### config.mk
export PLATFORM = sky130hd
export DESIGN_NAME = lap_tracker
export DESIGN_NICKNAME = d
export VERILOG_FILES = /design/src/rtl/track_pkg.sv /design/src/rtl/track_regions.sv /design/src/rtl/lap_tracker.sv
export SDC_FILE = /design/constraint.sdc
export NUM_CORES = 1
export LEC_CHECK = 0
export CELL_PAD_IN_SITES_DETAIL_PLACEMENT = 1
export CELL_PAD_IN_SITES_GLOBAL_PLACEMENT = 2
export CORE_UTILIZATION = 32
export DETAILED_ROUTE_END_ITERATION = 12
export GPL_TIMING_DRIVEN = 1
export PLACE_DENSITY = 0.78
export SLEW_MARGIN = 20
export SYNTH_ARGS = -nofsm -noshare
export SYNTH_HDL_FRONTEND = slang
export SYNTH_SLANG_ARGS = --single-unit
### constraint.sdc
create_clock -name pclk -period 4.15 [get_ports pclk]
set_clock_uncertainty 0.15 [all_clocks]
set_input_delay 0.83 -clock pclk [delete_from_list [all_inputs] [get_ports pclk]]
set_output_delay 0.83 -clock pclk [all_outputs]
set_load 0.005 [all_outputs]
### src/rtl/track_pkg.sv
`default_nettype none
// ============================================================================
// track_pkg : track geometry, coordinate width and tracker FSM state type
// Revision  : 1.0
// ============================================================================
package track_pkg;

   localparam int COORD_W = 11;
   localparam int MAX_CP  = 16;
   localparam int IDX_W   = 5;

   typedef logic [COORD_W-1:0] coord_t;

   typedef struct packed {
      coord_t x0;
      coord_t x1;
      coord_t y0;
      coord_t y1;
   } region_t;

   typedef enum logic [1:0] {
      IDLE   = 2'd0,
      SCAN   = 2'd1,
      COMMIT = 2'd2
   } state_t;

   localparam region_t FINISH_REGION = '{x0: 11'd506, x1: 11'd529, y0: 11'd0, y1: 11'd160};
   // Inverted bounds: no well-formed bounding box can ever satisfy this region.
   localparam region_t NO_REGION     = '{x0: 11'h7FF, x1: 11'd0, y0: 11'h7FF, y1: 11'd0};

   function automatic region_t cp_region(input logic [IDX_W-1:0] idx);
      case (idx)
         5'd0:    cp_region = '{x0: 11'd790, x1: 11'd912,  y0: 11'd190, y1: 11'd215};
         5'd1:    cp_region = '{x0: 11'd735, x1: 11'd760,  y0: 11'd246, y1: 11'd450};
         5'd2:    cp_region = '{x0: 11'd538, x1: 11'd565,  y0: 11'd304, y1: 11'd512};
         5'd3:    cp_region = '{x0: 11'd136, x1: 11'd268,  y0: 11'd442, y1: 11'd470};
         5'd4:    cp_region = '{x0: 11'd824, x1: 11'd1008, y0: 11'd628, y1: 11'd655};
         5'd5:    cp_region = '{x0: 11'd48,  x1: 11'd186,  y0: 11'd424, y1: 11'd450};
         default: cp_region = NO_REGION;
      endcase
   endfunction

   function automatic logic [IDX_W-1:0] popcount(input logic [MAX_CP-1:0] v);
      logic [IDX_W-1:0] n;
      n = '0;
      for (int i = 0; i < MAX_CP; i++) begin
         n = n + IDX_W'(v[i]);
      end
      return n;
   endfunction

endpackage
`default_nettype wire

### src/rtl/track_regions.sv
`default_nettype none
// ============================================================================
// track_regions : combinational lookup of region bounds by scan index
// Revision      : 1.0
// ============================================================================
module track_regions
   import track_pkg::*;
#(
   parameter int NUM_CP = 6
) (
   input  logic [IDX_W-1:0]   idx,
   output logic [COORD_W-1:0] x0,
   output logic [COORD_W-1:0] x1,
   output logic [COORD_W-1:0] y0,
   output logic [COORD_W-1:0] y1
);

   region_t region;

   // Index NUM_CP follows the last checkpoint and selects the finish line.
   always_comb begin
      region = NO_REGION;
      if (idx == IDX_W'(NUM_CP)) begin
         region = FINISH_REGION;
      end else if (idx < IDX_W'(NUM_CP)) begin
         region = cp_region(idx);
      end
   end

   assign x0 = region.x0;
   assign x1 = region.x1;
   assign y0 = region.y0;
   assign y1 = region.y1;

endmodule
`default_nettype wire

### src/rtl/lap_tracker.sv
`default_nettype none
// ============================================================================
// lap_tracker : per-frame checkpoint/finish scanner with lap timing
// Revision    : 1.0
// ============================================================================
module lap_tracker
   import track_pkg::*;
#(
   parameter int NUM_CP  = 6,
   parameter int ORDERED = 0,
   parameter int LAPS    = 3,
   parameter int TIME_W  = 16
) (
   input  logic                       pclk,
   input  logic                       rst,
   input  logic                       frame_tick,
   input  logic [COORD_W-1:0]         car_x_start,
   input  logic [COORD_W-1:0]         car_x_end,
   input  logic [COORD_W-1:0]         car_y_start,
   input  logic [COORD_W-1:0]         car_y_end,
   output logic [NUM_CP-1:0]          cp_mask,
   output logic                       checkpoints_passed,
   output logic                       lap_finished,
   output logic [$clog2(LAPS+1)-1:0]  lap_count,
   output logic [TIME_W-1:0]          lap_time,
   output logic [TIME_W-1:0]          best_lap,
   output logic                       race_done
);

   localparam int                CNT_W    = $clog2(LAPS + 1);
   localparam logic [CNT_W-1:0]  LAPS_CNT = CNT_W'(LAPS);
   localparam logic [IDX_W-1:0]  LAST_IDX = IDX_W'(NUM_CP);

   state_t               state_q, state_d;
   logic [IDX_W-1:0]     idx_q, idx_d;
   logic [COORD_W-1:0]   x_start_q, x_start_d, x_end_q, x_end_d;
   logic [COORD_W-1:0]   y_start_q, y_start_d, y_end_q, y_end_d;
   logic [NUM_CP-1:0]    work_mask_q, work_mask_d;
   logic                 fin_hit_q, fin_hit_d;
   logic                 prev_fin_q, prev_fin_d;
   logic [NUM_CP-1:0]    cp_mask_q, cp_mask_d;
   logic                 lap_finished_q, lap_finished_d;
   logic [CNT_W-1:0]     lap_count_q, lap_count_d;
   logic [TIME_W-1:0]    lap_time_q, lap_time_d;
   logic [TIME_W-1:0]    best_lap_q, best_lap_d;
   logic [TIME_W-1:0]    timer_q, timer_d;
   logic                 race_done_q, race_done_d;

   logic [COORD_W-1:0]   reg_x0, reg_x1, reg_y0, reg_y1;
   logic                 region_hit;
   logic                 in_order;
   logic [NUM_CP-1:0]    cp_sel;

   track_regions #(.NUM_CP(NUM_CP)) u_regions (
      .idx (idx_q),
      .x0  (reg_x0),
      .x1  (reg_x1),
      .y0  (reg_y0),
      .y1  (reg_y1)
   );

   assign region_hit = (x_start_q >= reg_x0) && (x_end_q <= reg_x1) &&
                       (y_start_q >= reg_y0) && (y_end_q <= reg_y1);

   // Working mask is filled in index order, so its popcount is the next expected checkpoint.
   assign in_order = (idx_q == popcount(MAX_CP'(work_mask_q)));

   always_comb begin
      for (int i = 0; i < NUM_CP; i++) begin
         cp_sel[i] = (idx_q == IDX_W'(i));
      end
   end

   always_comb begin
      state_d        = state_q;
      idx_d          = idx_q;
      x_start_d      = x_start_q;
      x_end_d        = x_end_q;
      y_start_d      = y_start_q;
      y_end_d        = y_end_q;
      work_mask_d    = work_mask_q;
      fin_hit_d      = fin_hit_q;
      prev_fin_d     = prev_fin_q;
      cp_mask_d      = cp_mask_q;
      lap_finished_d = 1'b0;
      lap_count_d    = lap_count_q;
      lap_time_d     = lap_time_q;
      best_lap_d     = best_lap_q;
      timer_d        = timer_q;
      race_done_d    = race_done_q;

      if (frame_tick && !race_done_q && (timer_q != '1)) begin
         timer_d = timer_q + 1'b1;
      end

      case (state_q)
         IDLE: begin
            if (frame_tick) begin
               x_start_d   = car_x_start;
               x_end_d     = car_x_end;
               y_start_d   = car_y_start;
               y_end_d     = car_y_end;
               idx_d       = '0;
               work_mask_d = cp_mask_q;
               fin_hit_d   = 1'b0;
               state_d     = SCAN;
            end
         end
         SCAN: begin
            if (idx_q == LAST_IDX) begin
               fin_hit_d = region_hit;
               state_d   = COMMIT;
            end else begin
               if (region_hit && ((ORDERED == 0) || in_order)) begin
                  work_mask_d = work_mask_q | cp_sel;
               end
               idx_d = idx_q + 1'b1;
            end
         end
         COMMIT: begin
            state_d    = IDLE;
            prev_fin_d = fin_hit_q;
            cp_mask_d  = work_mask_q;
            if (fin_hit_q && !prev_fin_q && (&work_mask_q) && !race_done_q) begin
               lap_finished_d = 1'b1;
               lap_count_d    = lap_count_q + 1'b1;
               lap_time_d     = timer_q;
               best_lap_d     = (timer_q < best_lap_q) ? timer_q : best_lap_q;
               cp_mask_d      = '0;
               timer_d        = frame_tick ? TIME_W'(1) : '0;
               if ((lap_count_q + 1'b1) == LAPS_CNT) begin
                  race_done_d = 1'b1;
               end
            end
         end
         default: state_d = IDLE;
      endcase
   end

   always_ff @(posedge pclk) begin
      if (rst) begin
         state_q        <= IDLE;
         idx_q          <= '0;
         x_start_q      <= '0;
         x_end_q        <= '0;
         y_start_q      <= '0;
         y_end_q        <= '0;
         work_mask_q    <= '0;
         fin_hit_q      <= 1'b0;
         prev_fin_q     <= 1'b0;
         cp_mask_q      <= '0;
         lap_finished_q <= 1'b0;
         lap_count_q    <= '0;
         lap_time_q     <= '0;
         best_lap_q     <= '1;
         timer_q        <= '0;
         race_done_q    <= 1'b0;
      end else begin
         state_q        <= state_d;
         idx_q          <= idx_d;
         x_start_q      <= x_start_d;
         x_end_q        <= x_end_d;
         y_start_q      <= y_start_d;
         y_end_q        <= y_end_d;
         work_mask_q    <= work_mask_d;
         fin_hit_q      <= fin_hit_d;
         prev_fin_q     <= prev_fin_d;
         cp_mask_q      <= cp_mask_d;
         lap_finished_q <= lap_finished_d;
         lap_count_q    <= lap_count_d;
         lap_time_q     <= lap_time_d;
         best_lap_q     <= best_lap_d;
         timer_q        <= timer_d;
         race_done_q    <= race_done_d;
      end
   end

   assign cp_mask            = cp_mask_q;
   assign checkpoints_passed = &cp_mask_q;
   assign lap_finished       = lap_finished_q;
   assign lap_count          = lap_count_q;
   assign lap_time           = lap_time_q;
   assign best_lap           = best_lap_q;
   assign race_done          = race_done_q;

endmodule
`default_nettype wire

==> flow_summary_export.csv <==
group,metric,value,unit
setup_path,critPathCaptureType,"flip-flop",
timing,final_max_slew_viol_count,0,
routing,detail_route.first_pass.iterations,4,
floorplan,dieArea,20930,µm²
cts,tritoncts.num_buffers,17,
yosys,portion_of_synthesized_cell_area_occupied_by_the_leading_cell_type,35.97,%
yosys,yosys.area.top_type,"sky130_fd_sc_hd__dfxtp_1",
timing,max_freq,259.3,MHz
global_routing,first_pass_grt_wire_length,32460,µm
timing,finalCritPeriodShare,92.92,%
timing,final_period_minus_worst_setup_slack,3.856,ns
cells_and_area,filler_cell_count,2339,
floorplan,chipWidth,144.7,µm
place,post-place-cells,1155,
yosys,synth.area.top_cells,"sky130_fd_sc_hd__dfxtp_1 (36%), sky130_fd_sc_hd__ha_1 (12%), sky130_fd_sc_hd__nand2_1 (10%)",
place,io_buffers,89,
setup_path,r2r_end,"work_mask_q[5]$_SDFFE_PP0P_",
setup_path,cp_slowest_cell,"sky130_fd_sc_hd__or4_1",
yosys,ys_types,65,
worst_hold_path,worst_hold_path.endpoint,"lap_time[7]$_SDFFE_PP0P_",
cells_and_area,area.sequential,2344,µm²
yosys,synth.top_cells.by_count,"sky130_fd_sc_hd__nand2_1 (174), sky130_fd_sc_hd__dfxtp_1 (117), sky130_fd_sc_hd__a21oi_1 (95)",
global_routing,gr-usage-all-layers,20.37,%
setup_path,timing.critical_path.slowest_cell_delay,0.47,ns
routing,ant_nets_after_route,0,
cts,ctsRootBufferMaster,"sky130_fd_sc_hd__clkbuf_16",
yosys,synth_most_common_cell,"sky130_fd_sc_hd__nand2_1",
cells_and_area,ant_diodes,0,
timing,finalWorstSetupSlack,0.2938,ns
pwr,power_density,359.5,nW/µm²
yosys,syn_area_per_cell,7.856,µm²
yosys,fraction_of_registers_with_async_set_reset,0,%
routing,wl_per_cell,16.77,µm
cts,clock_path_buffers,2,
setup_path,timing.critical_path.fanout_max,15,
setup_path,reg2reg_depth,14,
routing,total_number_of_vias,6083,
timing,hold_slack,0.3032,ns
worst_hold_path,min_delay_path_depth,2,
cts,cts.reportedPaths.clkPinSlew,0.05,ns
cts,tritoncts,"built",
routing,via_per_inst,5.129,
global_routing,grt_pass1_vias,6354,
global_routing,grt_max_degree,78,
cells_and_area,num-nets-final,1019,
outcome,status,"finished clean",
worst_hold_path,worst_hold_startpoint,"lap_time[7]$_SDFFE_PP0P_",
cells_and_area,multiInputGateArea,3840,µm²
cts,tritoncts_num_sinks,117,
setup_path,path_cells,"inv_1 > ha_1 > buf_4 > or4_1 > a21oi_1 > nor3_1 > o21ai_1 > o41ai_1 > ha_1 > a21oi_1 > a21oi_1 > or3_1 > o21ai_0 > o31ai_1",
routing,drt-total-wl,19890,µm
floorplan,fp.dieH,144.7,µm
floorplan,core-area,19720,µm²
floorplan,ports_placed_on_the_boundary,90,
place,place_ws,0.2058,ns
yosys,post_synth_inst_count,829,
yosys,synth_flop_cell,"sky130_fd_sc_hd__dfxtp_1",
yosys,cell_area_after_synthesis,6512,µm²
timing,worst_slew_pin_slew,0.7836,ns
global_routing,grt_antenna_before_repair,0,
timing,report.final.hold_viol_count,0,
pwr,power,0.002976,W
floorplan,std_cell_rows,51,
timing,rsz0062_at_grt,"false",
run,drv.max_cap_violation_count,0,
cells_and_area,post_layout_nonfiller_instances,1186,
place,dpl_wire_length,15010,µm
timing,finalSetupTns,0,ns
yosys,synth-edff-count,0,
cts,worstSkewPairLatency,0.43,ns
setup_path,cpMostUsedCell,"sky130_fd_sc_hd__a21oi_1",
routing,drt_first_iter_violations,182,
pwr,power.leakage,3.425,nW
cells_and_area,synthesis_to_layout_area_growth,27.13,%
cts,cts-htree-levels,4,
cts,cts.hold.buffers_added,0,
timing,finalSetupViolations,0,
timing,relSlewSlack,47.76,%
setup_path,crit_required,4.29,ns
setup_path,worstSetupStartpointType,"flip-flop",
place,gp_congestion,0.8287,
worst_hold_path,hold_class,"flip-flop to flip-flop",
floorplan,initial_standard_cell_utilization_of_the_core,33.03,%
yosys,yosysSeqAreaShare,35.97,%
routing,drcViolationCount,0,
yosys,synth_seq_cells,117,
yosys,synth.net_count,939,
setup_path,worst-endpoint-arrival,4.00,ns
setup_path,r2r_setup_slack,0.29,ns
cells_and_area,drive_gt1_share,7.600,%
yosys,ys.warnings.count,0,
global_routing,gr-total-overflow,0,
setup_path,r2r_start,"idx_q[0]$_SDFFE_PP0P_",
setup_path,crit_type,"flip-flop to flip-flop",
pwr,max-vdd-ir-drop,0.2396,mV
==> routing by layer <==
metal | track usage [%] | part of all wire, % | vias to the layer above
li1 | - | - | 3026
met2 | 37.63 | 52 | 90
met4 | 6.371 | 1.5 | 0
met3 | 3.883 | 2.7 | 21
met1 | 23.48 | 44 | 2946
met5 | 0 | 0 | -
==> stage by stage <==
stage                     utilization, %  cell area [µm²]
after floorplan                        -             6513
after global placement             39.03             7695
after detailed placement           39.03             7695
after CTS                          41.98             8278
after global routing               41.99             8279
final                              41.99             8279
==> cells by family after synthesis <==
kind of cell | count (synthesis) | share of synthesized area, %
simple gates | 350 | 24.32
buf+inv | 84 | 5.226
fa+ha+maj | 63 | 12.10
compound gates | 179 | 17.12
xor+xnor | 15 | 2.017
flops | 117 | 35.97
mux | 21 | 3.247
==> state kept, by name, indices dropped and copies added (netlist names) <==
register      cells
work_mask_q       6
cp_mask           6
lap_count         2
idx_q             5
prev_fin_q        1
x_start_q        11
y_start_q        11
x_end_q          11
state_q           2
race_done         1
y_end_q          11
fin_hit_q         1
best_lap         16
lap_time         16
timer_q          16
lap_finished      1
==> where the power goes <==
part / internal, W / leakage (nW) / switching (W)
Combinational: 0.000146 / 2.20 / 0.000192
Clock: 0.000909 / 0.273 / 0.000548
Sequential: 0.00115 / 0.951 / 0.0000268
Total: 0.00221 / 3.43 / 0.000767
==> what timing repair did <==
item / 4_1_cts / 5_1_grt
resized for setup: 0 / 1
endpoints found under the setup margin: 0 / 7
buffers inserted: 0 / 0
==> cell usage in the layout, fill, tap and decap left out, types with 7 or more instances in the layout <==
cell type / count
sky130_fd_sc_hd__nand2_1: 174
sky130_fd_sc_hd__dfxtp_1: 116
sky130_fd_sc_hd__a21oi_1: 95
sky130_fd_sc_hd__clkdlybuf4s50_1: 88
sky130_fd_sc_hd__nor2_1: 80
sky130_fd_sc_hd__ha_1: 63
sky130_fd_sc_hd__inv_1: 33
sky130_fd_sc_hd__buf_4: 23
sky130_fd_sc_hd__mux2i_1: 20
sky130_fd_sc_hd__clkbuf_16: 17
sky130_fd_sc_hd__o21ai_0: 16
sky130_fd_sc_hd__nand4_1: 16
sky130_fd_sc_hd__nand3_1: 15
sky130_fd_sc_hd__nor3_1: 15
sky130_fd_sc_hd__xnor2_1: 14
sky130_fd_sc_hd__a21o_1: 11
sky130_fd_sc_hd__a211oi_1: 11
sky130_fd_sc_hd__o21ai_1: 9
sky130_fd_sc_hd__and3_1: 7
==> how the worst max path moves through the flow <==
| stage | slack [ns] | start | to |
|---|---|---|---|
| global route | 0.06 | idx_q[1]$_SDFFE_PP0P_ | work_mask_q[3]$_SDFFE_PP0P_ |
| finish | 0.29 | idx_q[0]$_SDFFE_PP0P_ | work_mask_q[5]$_SDFFE_PP0P_ |
| floorplan | 0.74 | idx_q[1]$_SDFFE_PP0P_ | work_mask_q[1]$_SDFFE_PP0P_ |
| CTS | 0.17 | idx_q[1]$_SDFFE_PP0P_ | work_mask_q[5]$_SDFFE_PP0P_ |
| global placement | 0.43 | idx_q[1]$_SDFFE_PP0P_ | work_mask_q[4]$_SDFFE_PP0P_ |
| detailed placement | 0.21 | idx_q[1]$_SDFFE_PP0P_ | work_mask_q[5]$_SDFFE_PP0P_ |
==> cell type report <==
type / count / area share, %
multi-input cells: 628 / 46.38
flip-flops and latches: 117 / 28.31
repair buffers: 111 / 12.72
clock buffers: 19 / 5.471
well taps: 265 / 4.005
clock inverters: 12 / 1.572
inverters: 34 / 1.541
==> critical path, delay by kind of cell (launching register included) <==
kind / cells / cell delay (ns)
compound gates: 7 / 1.30
simple gates: 3 / 1.02
fa+ha+maj: 2 / 0.55
flops: 1 / 0.42
buf+inv: 2 / 0.28
Power figures use the tool's default switching activity.
